## src/rtl/uart_pkg.sv

```systemverilog
// Shared definitions for the UART/AXI-Stream core: widths, state encodings and
// the bit-timing helpers used by both the transmitter and the receiver.
package uart_pkg;

    localparam int UART_DATA_WIDTH = 8;
    localparam int OVERSAMPLE      = 8;
    localparam int PRESCALE_W      = 16;
    // Wide enough for a full bit period of 65535 * 8 clocks.
    localparam int COUNT_W         = PRESCALE_W + 3;

    typedef enum logic [1:0] {
        TX_IDLE,
        TX_START,
        TX_DATA,
        TX_STOP
    } tx_state_t;

    typedef enum logic [1:0] {
        RX_IDLE,
        RX_START,
        RX_DATA,
        RX_STOP
    } rx_state_t;

    // A prescale of zero would make a bit zero clocks long; run it as one.
    function automatic logic [COUNT_W-1:0] prescale_eff(input logic [PRESCALE_W-1:0] prescale);
        return (prescale == '0) ? COUNT_W'(1) : COUNT_W'(prescale);
    endfunction

    // Counter reload for one full bit period (counts down to zero inclusive).
    function automatic logic [COUNT_W-1:0] bit_period_m1(input logic [PRESCALE_W-1:0] prescale);
        return prescale_eff(prescale) * COUNT_W'(OVERSAMPLE) - COUNT_W'(1);
    endfunction

    // Counter reload for half a bit period, used to reach the centre of the start bit.
    function automatic logic [COUNT_W-1:0] half_period_m1(input logic [PRESCALE_W-1:0] prescale);
        return prescale_eff(prescale) * COUNT_W'(OVERSAMPLE / 2) - COUNT_W'(1);
    endfunction

endpackage

```

## src/rtl/uart_axis_rx.sv

```systemverilog
// UART receiver: detects a start bit on the registered rxd, samples each bit at
// its centre and presents completed bytes on an AXI-Stream output register.
module uart_axis_rx
    import uart_pkg::*;
#(
    parameter int DATA_WIDTH = UART_DATA_WIDTH
) (
    input  logic                  clk,
    input  logic                  rst_n,
    input  logic [PRESCALE_W-1:0] i_prescale,
    input  logic                  i_rxd,
    output logic [DATA_WIDTH-1:0] o_tdata,
    output logic                  o_tvalid,
    input  logic                  i_tready,
    output logic                  o_busy,
    output logic                  o_overrun_error,
    output logic                  o_frame_error
);

    localparam int IDX_W = (DATA_WIDTH > 1) ? $clog2(DATA_WIDTH) : 1;
    localparam logic [IDX_W-1:0] LAST_IDX = IDX_W'(DATA_WIDTH - 1);

    rx_state_t             r_state;
    rx_state_t             w_state_next;
    logic                  r_rxd;
    logic [COUNT_W-1:0]    r_cnt;
    logic [COUNT_W-1:0]    w_cnt_next;
    logic [IDX_W-1:0]      r_idx;
    logic [IDX_W-1:0]      w_idx_next;
    logic [DATA_WIDTH-1:0] r_shift;
    logic [DATA_WIDTH-1:0] w_shift_next;
    logic [DATA_WIDTH-1:0] r_tdata;
    logic [DATA_WIDTH-1:0] w_tdata_next;
    logic                  r_tvalid;
    logic                  w_tvalid_next;
    logic                  r_busy;
    logic                  w_busy_next;
    logic                  r_overrun;
    logic                  w_overrun_next;
    logic                  r_frame;
    logic                  w_frame_next;
    logic [COUNT_W-1:0]    w_period_m1;
    logic [COUNT_W-1:0]    w_half_m1;

    assign w_period_m1 = bit_period_m1(i_prescale);
    assign w_half_m1   = half_period_m1(i_prescale);

    assign o_tdata         = r_tdata;
    assign o_tvalid        = r_tvalid;
    assign o_busy          = r_busy;
    assign o_overrun_error = r_overrun;
    assign o_frame_error   = r_frame;

    // State register plus the single input stage on rxd (idles high).
    always_ff @(posedge clk) begin
        if (!rst_n) begin
            r_state   <= RX_IDLE;
            r_rxd     <= 1'b1;
            r_cnt     <= '0;
            r_idx     <= '0;
            r_shift   <= '0;
            r_tdata   <= '0;
            r_tvalid  <= 1'b0;
            r_busy    <= 1'b0;
            r_overrun <= 1'b0;
            r_frame   <= 1'b0;
        end else begin
            r_state   <= w_state_next;
            r_rxd     <= i_rxd;
            r_cnt     <= w_cnt_next;
            r_idx     <= w_idx_next;
            r_shift   <= w_shift_next;
            r_tdata   <= w_tdata_next;
            r_tvalid  <= w_tvalid_next;
            r_busy    <= w_busy_next;
            r_overrun <= w_overrun_next;
            r_frame   <= w_frame_next;
        end
    end

    // Next-state logic: mid-start check rejects glitches, then centre sampling.
    always_comb begin
        w_state_next   = r_state;
        w_cnt_next     = r_cnt;
        w_idx_next     = r_idx;
        w_shift_next   = r_shift;
        w_tdata_next   = r_tdata;
        w_tvalid_next  = r_tvalid;
        w_busy_next    = r_busy;
        w_overrun_next = 1'b0;
        w_frame_next   = 1'b0;

        // Consumer handshake; a byte completing this same cycle overrides it below.
        if (r_tvalid && i_tready) begin
            w_tvalid_next = 1'b0;
        end

        case (r_state)
            RX_IDLE: begin
                if (!r_rxd) begin
                    w_busy_next  = 1'b1;
                    w_cnt_next   = w_half_m1;
                    w_state_next = RX_START;
                end
            end
            RX_START: begin
                if (r_cnt != '0) begin
                    w_cnt_next = r_cnt - COUNT_W'(1);
                end else if (r_rxd) begin
                    // Line went back high before mid-start: not a real frame.
                    w_busy_next  = 1'b0;
                    w_state_next = RX_IDLE;
                end else begin
                    w_idx_next   = '0;
                    w_cnt_next   = w_period_m1;
                    w_state_next = RX_DATA;
                end
            end
            RX_DATA: begin
                if (r_cnt != '0) begin
                    w_cnt_next = r_cnt - COUNT_W'(1);
                end else begin
                    w_shift_next = {r_rxd, r_shift[DATA_WIDTH-1:1]};
                    w_cnt_next   = w_period_m1;
                    if (r_idx == LAST_IDX) begin
                        w_state_next = RX_STOP;
                    end else begin
                        w_idx_next = r_idx + IDX_W'(1);
                    end
                end
            end
            RX_STOP: begin
                if (r_cnt != '0) begin
                    w_cnt_next = r_cnt - COUNT_W'(1);
                end else begin
                    w_busy_next  = 1'b0;
                    w_state_next = RX_IDLE;
                    if (r_rxd) begin
                        w_tdata_next   = r_shift;
                        w_tvalid_next  = 1'b1;
                        w_overrun_next = r_tvalid && !i_tready;
                    end else begin
                        w_frame_next = 1'b1;
                    end
                end
            end
            default: begin
                w_state_next = RX_IDLE;
            end
        endcase
    end

endmodule

```

## src/rtl/uart_axis_tx.sv

```systemverilog
// UART transmitter: accepts one byte per AXI-Stream handshake and shifts it out
// as an 8N1 frame, LSB first. Ready is withheld for the whole frame.
module uart_axis_tx
    import uart_pkg::*;
#(
    parameter int DATA_WIDTH = UART_DATA_WIDTH
) (
    input  logic                  clk,
    input  logic                  rst_n,
    input  logic [PRESCALE_W-1:0] i_prescale,
    input  logic [DATA_WIDTH-1:0] i_tdata,
    input  logic                  i_tvalid,
    output logic                  o_tready,
    output logic                  o_txd,
    output logic                  o_busy
);

    localparam int IDX_W = (DATA_WIDTH > 1) ? $clog2(DATA_WIDTH) : 1;
    localparam logic [IDX_W-1:0] LAST_IDX = IDX_W'(DATA_WIDTH - 1);

    tx_state_t             r_state;
    tx_state_t             w_state_next;
    logic [COUNT_W-1:0]    r_cnt;
    logic [COUNT_W-1:0]    w_cnt_next;
    logic [IDX_W-1:0]      r_idx;
    logic [IDX_W-1:0]      w_idx_next;
    logic [DATA_WIDTH-1:0] r_data;
    logic [DATA_WIDTH-1:0] w_data_next;
    logic                  r_txd;
    logic                  w_txd_next;
    logic                  r_tready;
    logic                  w_tready_next;
    logic                  r_busy;
    logic                  w_busy_next;
    logic [COUNT_W-1:0]    w_period_m1;

    // Prescale is picked up afresh every time a bit period is loaded.
    assign w_period_m1 = bit_period_m1(i_prescale);

    assign o_tready = r_tready;
    assign o_txd    = r_txd;
    assign o_busy   = r_busy;

    // State register; reset returns the line to idle and aborts any frame.
    always_ff @(posedge clk) begin
        if (!rst_n) begin
            r_state  <= TX_IDLE;
            r_cnt    <= '0;
            r_idx    <= '0;
            r_data   <= '0;
            r_txd    <= 1'b1;
            r_tready <= 1'b0;
            r_busy   <= 1'b0;
        end else begin
            r_state  <= w_state_next;
            r_cnt    <= w_cnt_next;
            r_idx    <= w_idx_next;
            r_data   <= w_data_next;
            r_txd    <= w_txd_next;
            r_tready <= w_tready_next;
            r_busy   <= w_busy_next;
        end
    end

    // Next-state logic: every state holds for one bit period, then advances.
    always_comb begin
        w_state_next  = r_state;
        w_cnt_next    = r_cnt;
        w_idx_next    = r_idx;
        w_data_next   = r_data;
        w_txd_next    = r_txd;
        w_tready_next = r_tready;
        w_busy_next   = r_busy;

        case (r_state)
            TX_IDLE: begin
                w_tready_next = 1'b1;
                if (i_tvalid && r_tready) begin
                    w_data_next   = i_tdata;
                    w_tready_next = 1'b0;
                    w_busy_next   = 1'b1;
                    w_txd_next    = 1'b0;
                    w_cnt_next    = w_period_m1;
                    w_state_next  = TX_START;
                end
            end
            TX_START: begin
                if (r_cnt != '0) begin
                    w_cnt_next = r_cnt - COUNT_W'(1);
                end else begin
                    w_txd_next   = r_data[0];
                    w_data_next  = r_data >> 1;
                    w_idx_next   = '0;
                    w_cnt_next   = w_period_m1;
                    w_state_next = TX_DATA;
                end
            end
            TX_DATA: begin
                if (r_cnt != '0) begin
                    w_cnt_next = r_cnt - COUNT_W'(1);
                end else begin
                    w_cnt_next = w_period_m1;
                    if (r_idx == LAST_IDX) begin
                        w_txd_next   = 1'b1;
                        w_state_next = TX_STOP;
                    end else begin
                        w_txd_next  = r_data[0];
                        w_data_next = r_data >> 1;
                        w_idx_next  = r_idx + IDX_W'(1);
                    end
                end
            end
            TX_STOP: begin
                if (r_cnt != '0) begin
                    w_cnt_next = r_cnt - COUNT_W'(1);
                end else begin
                    w_tready_next = 1'b1;
                    w_busy_next   = 1'b0;
                    w_state_next  = TX_IDLE;
                end
            end
            default: begin
                w_state_next = TX_IDLE;
            end
        endcase
    end

endmodule

```

## src/rtl/uart_axis_core.sv

```systemverilog
// Full-duplex 8N1 UART with AXI-Stream byte ports. Pure wiring: the transmitter
// and receiver run independently and share only clock, reset and prescale.
module uart_axis_core
    import uart_pkg::*;
#(
    parameter int DATA_WIDTH = UART_DATA_WIDTH
) (
    input  logic                  clk,
    input  logic                  rst_n,
    input  logic [DATA_WIDTH-1:0] input_axis_tdata,
    input  logic                  input_axis_tvalid,
    output logic                  input_axis_tready,
    output logic [DATA_WIDTH-1:0] output_axis_tdata,
    output logic                  output_axis_tvalid,
    input  logic                  output_axis_tready,
    input  logic                  rxd,
    output logic                  txd,
    output logic                  tx_busy,
    output logic                  rx_busy,
    output logic                  rx_overrun_error,
    output logic                  rx_frame_error,
    input  logic [PRESCALE_W-1:0] prescale
);

    uart_axis_tx #(
        .DATA_WIDTH (DATA_WIDTH)
    ) u_tx (
        .clk        (clk),
        .rst_n      (rst_n),
        .i_prescale (prescale),
        .i_tdata    (input_axis_tdata),
        .i_tvalid   (input_axis_tvalid),
        .o_tready   (input_axis_tready),
        .o_txd      (txd),
        .o_busy     (tx_busy)
    );

    uart_axis_rx #(
        .DATA_WIDTH (DATA_WIDTH)
    ) u_rx (
        .clk             (clk),
        .rst_n           (rst_n),
        .i_prescale      (prescale),
        .i_rxd           (rxd),
        .o_tdata         (output_axis_tdata),
        .o_tvalid        (output_axis_tvalid),
        .i_tready        (output_axis_tready),
        .o_busy          (rx_busy),
        .o_overrun_error (rx_overrun_error),
        .o_frame_error   (rx_frame_error)
    );

endmodule

```

## config.mk

```make
export PLATFORM = sky130hd
export DESIGN_NAME = uart_axis_core
export DESIGN_NICKNAME = d
export VERILOG_FILES = /design/src/rtl/uart_pkg.sv /design/src/rtl/uart_axis_rx.sv /design/src/rtl/uart_axis_tx.sv /design/src/rtl/uart_axis_core.sv
export SDC_FILE = /design/constraint.sdc
export NUM_CORES = 1
export LEC_CHECK = 0
export ABC_AREA = 1
export CORE_AREA = 2 2 113 115
export DETAILED_ROUTE_END_ITERATION = 8
export DIE_AREA = 0 0 115 117
export GPL_ROUTABILITY_DRIVEN = 0
export PLACE_DENSITY = 0.68
export SLEW_MARGIN = 20
export SYNTH_ARGS = -nofsm -noshare
export SYNTH_HDL_FRONTEND = slang
export SYNTH_SLANG_ARGS = --single-unit
```

## constraint.sdc

```tcl
create_clock -name clk -period 2.2 [get_ports clk]
set_clock_uncertainty 0.2 [all_clocks]
set_input_delay 0.22 -clock clk [delete_from_list [all_inputs] [get_ports clk]]
set_output_delay 0.22 -clock clk [all_outputs]
set_load 0.02 [all_outputs]
```

==> results of run 1 <==
[cell usage after synthesis, drive strengths merged (2+ instances only)]
master | count | share of area
dfxtp | 80 | 0.30
nor3 | 8 | 0.0095
nand3b | 3 | 0.0042
o22ai | 2 | 0.0023
ha | 16 | 0.037
a21o | 2 | 0.0028
o211ai | 3 | 0.0051
clkinv | 3 | 0.0021
buf | 12 | 0.018
xor2 | 21 | 0.034
nand2 | 168 | 0.12
o21ai | 63 | 0.061
nor4 | 3 | 0.0035
mux2i | 7 | 0.013
or2 | 9 | 0.010
xnor2 | 10 | 0.016
nand4 | 21 | 0.031
a211oi | 17 | 0.025
nor2 | 119 | 0.099
inv | 82 | 0.057
clkbuf | 16 | 0.011
nand3 | 54 | 0.056
a21oi | 76 | 0.073
[final timing paths]
kind                     endpoint  slack [ns]            start
setup / recovery   u_tx.r_cnt[13]         0.1     prescale[15]
hold / removal         u_rx.r_rxd        0.25              rxd
setup reg to reg    u_rx.r_cnt[6]        0.12    u_rx.r_cnt[0]
hold reg to reg   u_rx.o_tdata[0]        0.25  u_rx.r_shift[0]
[sequential cells by signal, indices dropped and copies added (netlist names), 2 cells and up, named ones only]
signal	flops
u_tx.r_state	2
u_tx.r_idx	3
u_rx.r_shift	8
u_rx.r_idx	3
u_rx.o_tdata	8
u_tx.r_cnt	19
u_tx.r_data	8
u_rx.r_cnt	19
[cells in the final DEF (no fill, tap or decap), types with 5 or more instances in the layout]
cell type and n:
buf_4 87, clkdlybuf4s50_1 28, inv_1 76, a21oi_2 5, nor3_1 7, o21ai_0 50
clkbuf_16 9, ha_1 13, mux2i_1 7, or2_2 7, dlymetal6s2s_1 11, nand3_1 49
nor2_1 93, a211oi_1 16, xor2_1 18, nand2_4 5, nand2_1 154, nor2_4 9
nor2_2 15, xnor2_1 8, a21oi_1 71, nand4_1 18, o21ai_1 11, dfxtp_1 80
nand2_2 9
[metrics by stage]
step                hold slack [ns]  setup WS (ns)
floorplan                     0.127         0.0211
global placement              0.243         -0.496
detailed placement            0.253         -0.550
CTS                           0.247        0.00358
global route                  0.240        -0.0121
finish                        0.248         0.0969
[cell type report]
class | instances | area, sq um
Sequential cell | 80 | 1600
Clock buffer | 9 | 225
Timing Repair Buffer | 136 | 1200
Inverter | 85 | 324
Multi-Input combinational cell | 608 | 3490
Tap cell | 150 | 188
Fill cell | 1198 | 5190
Antenna cell | 1 | 2.50
Clock inverter | 7 | 77.6
[kinds of logic after synthesis]
kind of cell / synth area share
AOI/OAI and AO/OA: 0.174
xor gates and xnor gates: 0.0504
adders and majority gates: 0.0372
buffers and inverters: 0.0883
DFF: 0.297
muxes: 0.0130
and+or+nand+nor: 0.340
[power breakdown]
part / internal [mW] / switching, mW / total (mW)
logic: 2.35 / 3.60 / 5.95
registers: 1.89 / 0.399 / 2.29
clock network: 0.892 / 0.671 / 1.56
total: 5.13 / 4.67 / 9.80
[timing repair]
item	4_1_cts	5_1_grt
setup buffers	12	9
resized for setup	20	46
setup endpoints to repair	17	48
cloned	0	0
pin swaps	11	16
[layer usage]
layer / GRT usage / vias to the layer above / wire (um)
met3: 0.0407 / 36 / 896
met5: 0 / - / 0
li1: - / 2887 / -
met4: 0.0859 / 0 / 450
met2: 0.378 / 168 / 6900
met1: 0.306 / 2520 / 6900
[worst reg2reg max path, delay by kind of cell, from the launching register on]
kind | cells | cell delay [ns]
compound gates | 3 | 0.41
fa+ha+maj | 1 | 0.19
buf+inv | 2 | 0.33
flops | 1 | 0.31
simple gates | 4 | 0.54
==> results.toml, run 1 <==
[outcome]
run_status = "finished, final reports clean"

[worst_setup_path]
worstSetupPathType = "in2reg"
slowest_stage = "clkdlybuf4s50_1"
r2r_cells = 10
cp.depth = 15
cp_data_required_time_ns = 2.27
path_buf_inv = 3
critPathCaptureType = "flop"
cp_top_family = "simple AND/OR/NAND/NOR gates"
slowest_delay_ns = 0.47
start_kind = "primary input"
arrival_ns = 2.18
cp_max_fo = 5
path_cells = "clkdlybuf4s50_1 > nor2_1 > nand2_1 > nor2_4 > nand2_2 > nand2_2 > inv_2 > ha_4 > nand2_4 > nor2_4 > nand2_4 > xor2_4 > buf_4 > nand2b_1 > a21oi_1"

[clock_tree]
numCtsBuffers = 9
cts.clk_slew.worst_paths_ns = 0.06
clock_latency_ns = 0.35
clk_root_buffer_cell = "clkbuf_16"
clock_sinks = 80
htreeDepth = 3
cts_hold_buf = 0
cts_buffer_depth = 2
cts_tree = "yes"

[yosys]
async_flop_share = 0
seq_area_frac_synth = 0.297
synth-main-ff-cell = "dfxtp_1"
synth_edf_count = 0
avgSynthCellArea_sq_um = 6.72
yosys_warnings = 0
syn-num-nets = 846
synth_seq_cells = 80
synth_cells = 801
synth_area_sq_um = 5390
synth_cell_types = 51

[grt]
grt_max_degree = 37
grtUsageTotal = 0.231
antenna_found_initial = 1
grt_overflow = 0
grt_pass1_wl_um = 24900
grt_pass1_vias = 5214

[timing]
hold_viol_final = 0
max_freq_mhz = 475
period_share = 0.956
finalCriticalPeriod_ns = 2.10
worstMarginPinSlew_ns = 0.473
drv_slew = 0
setup_viol = 0
slew_headroom = 0.684
tns_ns = 0

[power_and_ir_drop]
p_total_mw = 9.80
p_leak_nw = 3.15
vdd.ir_drop.worst_uv = 981
p_per_area_nw_per_um2 = 1380

[route]
vias = 5611
wl_per_cell_um = 14.1
drtIter0Drc = 344
routed_wl_um = 15100
drc = 0
dr.pass1.iters = 6
viasPerCell = 5.21
antenna_left = 0

[layout]
post-route-util = 0.578
drive_gt1_frac = 0.203
nNetsFinal = 965
post-route-cell-area_sq_um = 7120
finalNonFillerCells = 1076
syn2layout_area_growth_pct = 32.2

[die]
die_y_um = 117
rows = 41
initial_core_util = 0.437
io_pins = 44
die_x_um = 115
die_area_sq_um = 13500
fp.coreArea_sq_um = 12300

[flow_run]
drv_cap = 0

[place]
portBuffers = 43
place_inst = 1038
hpwl_um = 10500
placed_area_sq_um = 6420

[worst_hold_path]
holdPathStages = 2
hold_class = "in2reg"
Note: power is estimated with default switching activity, not from simulation.
==> run 2, diff against run 1 <==
Settings changed: ABC_AREA 1 to unset, CORE_AREA 2 2 113 115 to 2 2 111 113, DIE_AREA 0 0 115 117 to 0 0 113 115.
==> results.toml, run 2 <==
[route]
vias = 6105
wl_per_cell_um = 18.9
drtIter0Drc = 491
dr.pass1.iters = 9
drc = 1
routed_wl_um = 18600
antenna_left = 0
viasPerCell = 6.21

[timing]
worstMarginPinSlew_ns = 0.672
period_share = 1.10
setup_ws_ns = -0.217
drv_slew = 0
tns_ns = -4.60
hold_viol_final = 0
slew_headroom = 0.547
grt_setup_unrepaired = "true"
finalCriticalPeriod_ns = 2.42
max_freq_mhz = 414
setup_viol = 45

[power_and_ir_drop]
p_per_area_nw_per_um2 = 1330
p_total_mw = 10.8
pwr-share-comb = 0.662
clock_power_share = 0.142
p_int_mw = 6.01
p_switching_mw = 4.75
p_seq_frac = 0.195
swShare = 0.442
vdd.ir_drop.worst_uv = 982
p_leak_nw = 3.16

[worst_setup_path]
r2r_slack_ns = -0.22
cp_max_fo = 8
start_kind = "flop"
critPathCaptureType = "flop"
worstSetupPathType = "reg2reg"
arrival_ns = 2.50
cp_data_required_time_ns = 2.28

[clock_tree]
clock_sinks = 80
cts_hold_buf = 0
cts_buffer_depth = 2
cts.clk_slew.worst_paths_ns = 0.06
clock_latency_ns = 0.35
cts_tree = "yes"
htreeDepth = 3
numCtsBuffers = 9
clk_root_buffer_cell = "clkbuf_16"

[die]
die_y_um = 115
initial_core_util = 0.439
die_area_sq_um = 13000
rows = 40
fp.coreArea_sq_um = 11800
die_x_um = 113
io_pins = 44

[worst_hold_path]
hold_class = "in2reg"

[yosys]
synth_most_common_cell = "nand2_1"
syn-num-nets = 691
synth_area_sq_um = 5180
seq_area_frac_synth = 0.309
synth-main-ff-cell = "dfxtp_1"
yosysTopAreaCell = "dfxtp_1"
avgSynthCellArea_sq_um = 8.02
yosys_warnings = 0
synth_seq_cells = 80
synth_cells = 646
synth_edf_count = 0
synth_common_cells = "nand2_1, dfxtp_1, nor2_1"
synth.area.top_cells = "dfxtp_1, nand2_1, a21oi_1, nor2_1, ha_1"
synth_cell_types = 84
async_flop_share = 0
synth_top_area_share = 0.309

[flow_run]
drv_cap = 0

[place]
hpwl_um = 12200
portBuffers = 43
pre_cts_slack_ns = -0.702
place_inst = 937

[outcome]
violations = "design-rule violations, negative setup slack"
run_status = "finished with violations"

[layout]
final_cell_mix = "buf_4, dfxtp_1, nand2_1"
syn2layout_area_growth_pct = 56.5
final_common_cell = "buf_4"
top_regs = "u_rx.r_cnt: 19 flops, u_tx.r_cnt: 19 flops"
nNetsFinal = 876
finalNonFillerCells = 983
drive_gt1_frac = 0.428
num_antenna_cells = 0

[grt]
grtUsageTotal = 0.275
antenna_found_initial = 0
grt_overflow = 0
grt_max_degree = 32
grt_pass1_wl_um = 28800
grt_pass1_vias = 5901
-- run 2: logic make-up (layout without fill, tap and decap cells) --
group | Yosys count | count (layout) | synth area share
AOI/OAI and AO/OA | 211 | 212 | 0.287
xor gates and xnor gates | 23 | 23 | 0.0389
adders and majority gates | 16 | 16 | 0.0386
buffers and inverters | 60 | 248 | 0.0534
DFF | 80 | 80 | 0.309
muxes | 11 | 11 | 0.0213
and+or+nand+nor | 245 | 246 | 0.251
-- run 2: routing by layer --
layer | track usage | wire (um) | up-vias
met5 | 0 | 0 | -
li1 | - | - | 2801
met2 | 0.471 | 9250 | 321
met4 | 0.126 | 709 | 0
met3 | 0.0554 | 1440 | 87
met1 | 0.335 | 7210 | 2896
-- run 2: critical path: stages, from the launching register on --
cell and delay (ns):
dfxtp_2 0.32, inv_2 0.06, ha_4 0.12, or3b_4 0.38
nand4b_4 0.26, buf_6 0.18, buf_6 0.11, nor3_4 0.14
buf_12 0.15, a221oi_2 0.05, a211o_1 0.24, a21oi_1 0.14
-- run 2: power by group through the flow --
| stage | Clock [mW] | Sequential, mW | Combinational (mW) |
|---|---|---|---|
| 6_report | 1.53 | 2.10 | 7.13 |
| 5_1_grt | 1.61 | 2.14 | 7.55 |
| 4_1_cts | 1.55 | 2.06 | 6.03 |
| 3_5_place_dp | 0 | 2.08 | 5.37 |
| 3_3_place_gp | 0 | 2.07 | 5.27 |
| 2_1_floorplan | 0 | 2.13 | 3.24 |
-- run 2: repair_timing --
action | in CTS | in global routing
setup endpoints to repair | 70 | 76
pin swaps | 57 | 58
gates cloned | 4 | 2
buffers inserted | 20 | 9
gates resized for setup | 110 | 99
-- run 2: area by class of cell --
cell class                 instances  area [sq um]
timing repair buffer             208          1830
multi-input combinational        508          4100
tap                              147           184
clock buffer                      10           229
clock inverter                     6          67.6
sequential                        80          1610
fill                             894          3700
inverter                          24          90.1
-- run 2: path summary, 6_finish.rpt --
path / end / start / cells after the start
min reg2reg: u_rx.o_busy / u_rx.o_busy / 2
min: u_tx.r_data[7] / input_axis_tdata[7] / 3
max: u_rx.r_cnt[13] / u_rx.r_cnt[0] / 11
max reg2reg: u_rx.r_cnt[13] / u_rx.r_cnt[0] / 11
-- run 2: per-stage QoR --
stage | hold WS (ns) | util | cell area [sq um]
6_report | 0.265 | 0.686 | 8110
4_1_cts | 0.256 | 0.647 | 7640
3_3_place_gp | 0.246 | 0.575 | 6790
5_1_grt | 0.280 | 0.686 | 8110
2_1_floorplan | 0.121 | - | 5310
3_5_place_dp | 0.255 | 0.575 | 6790
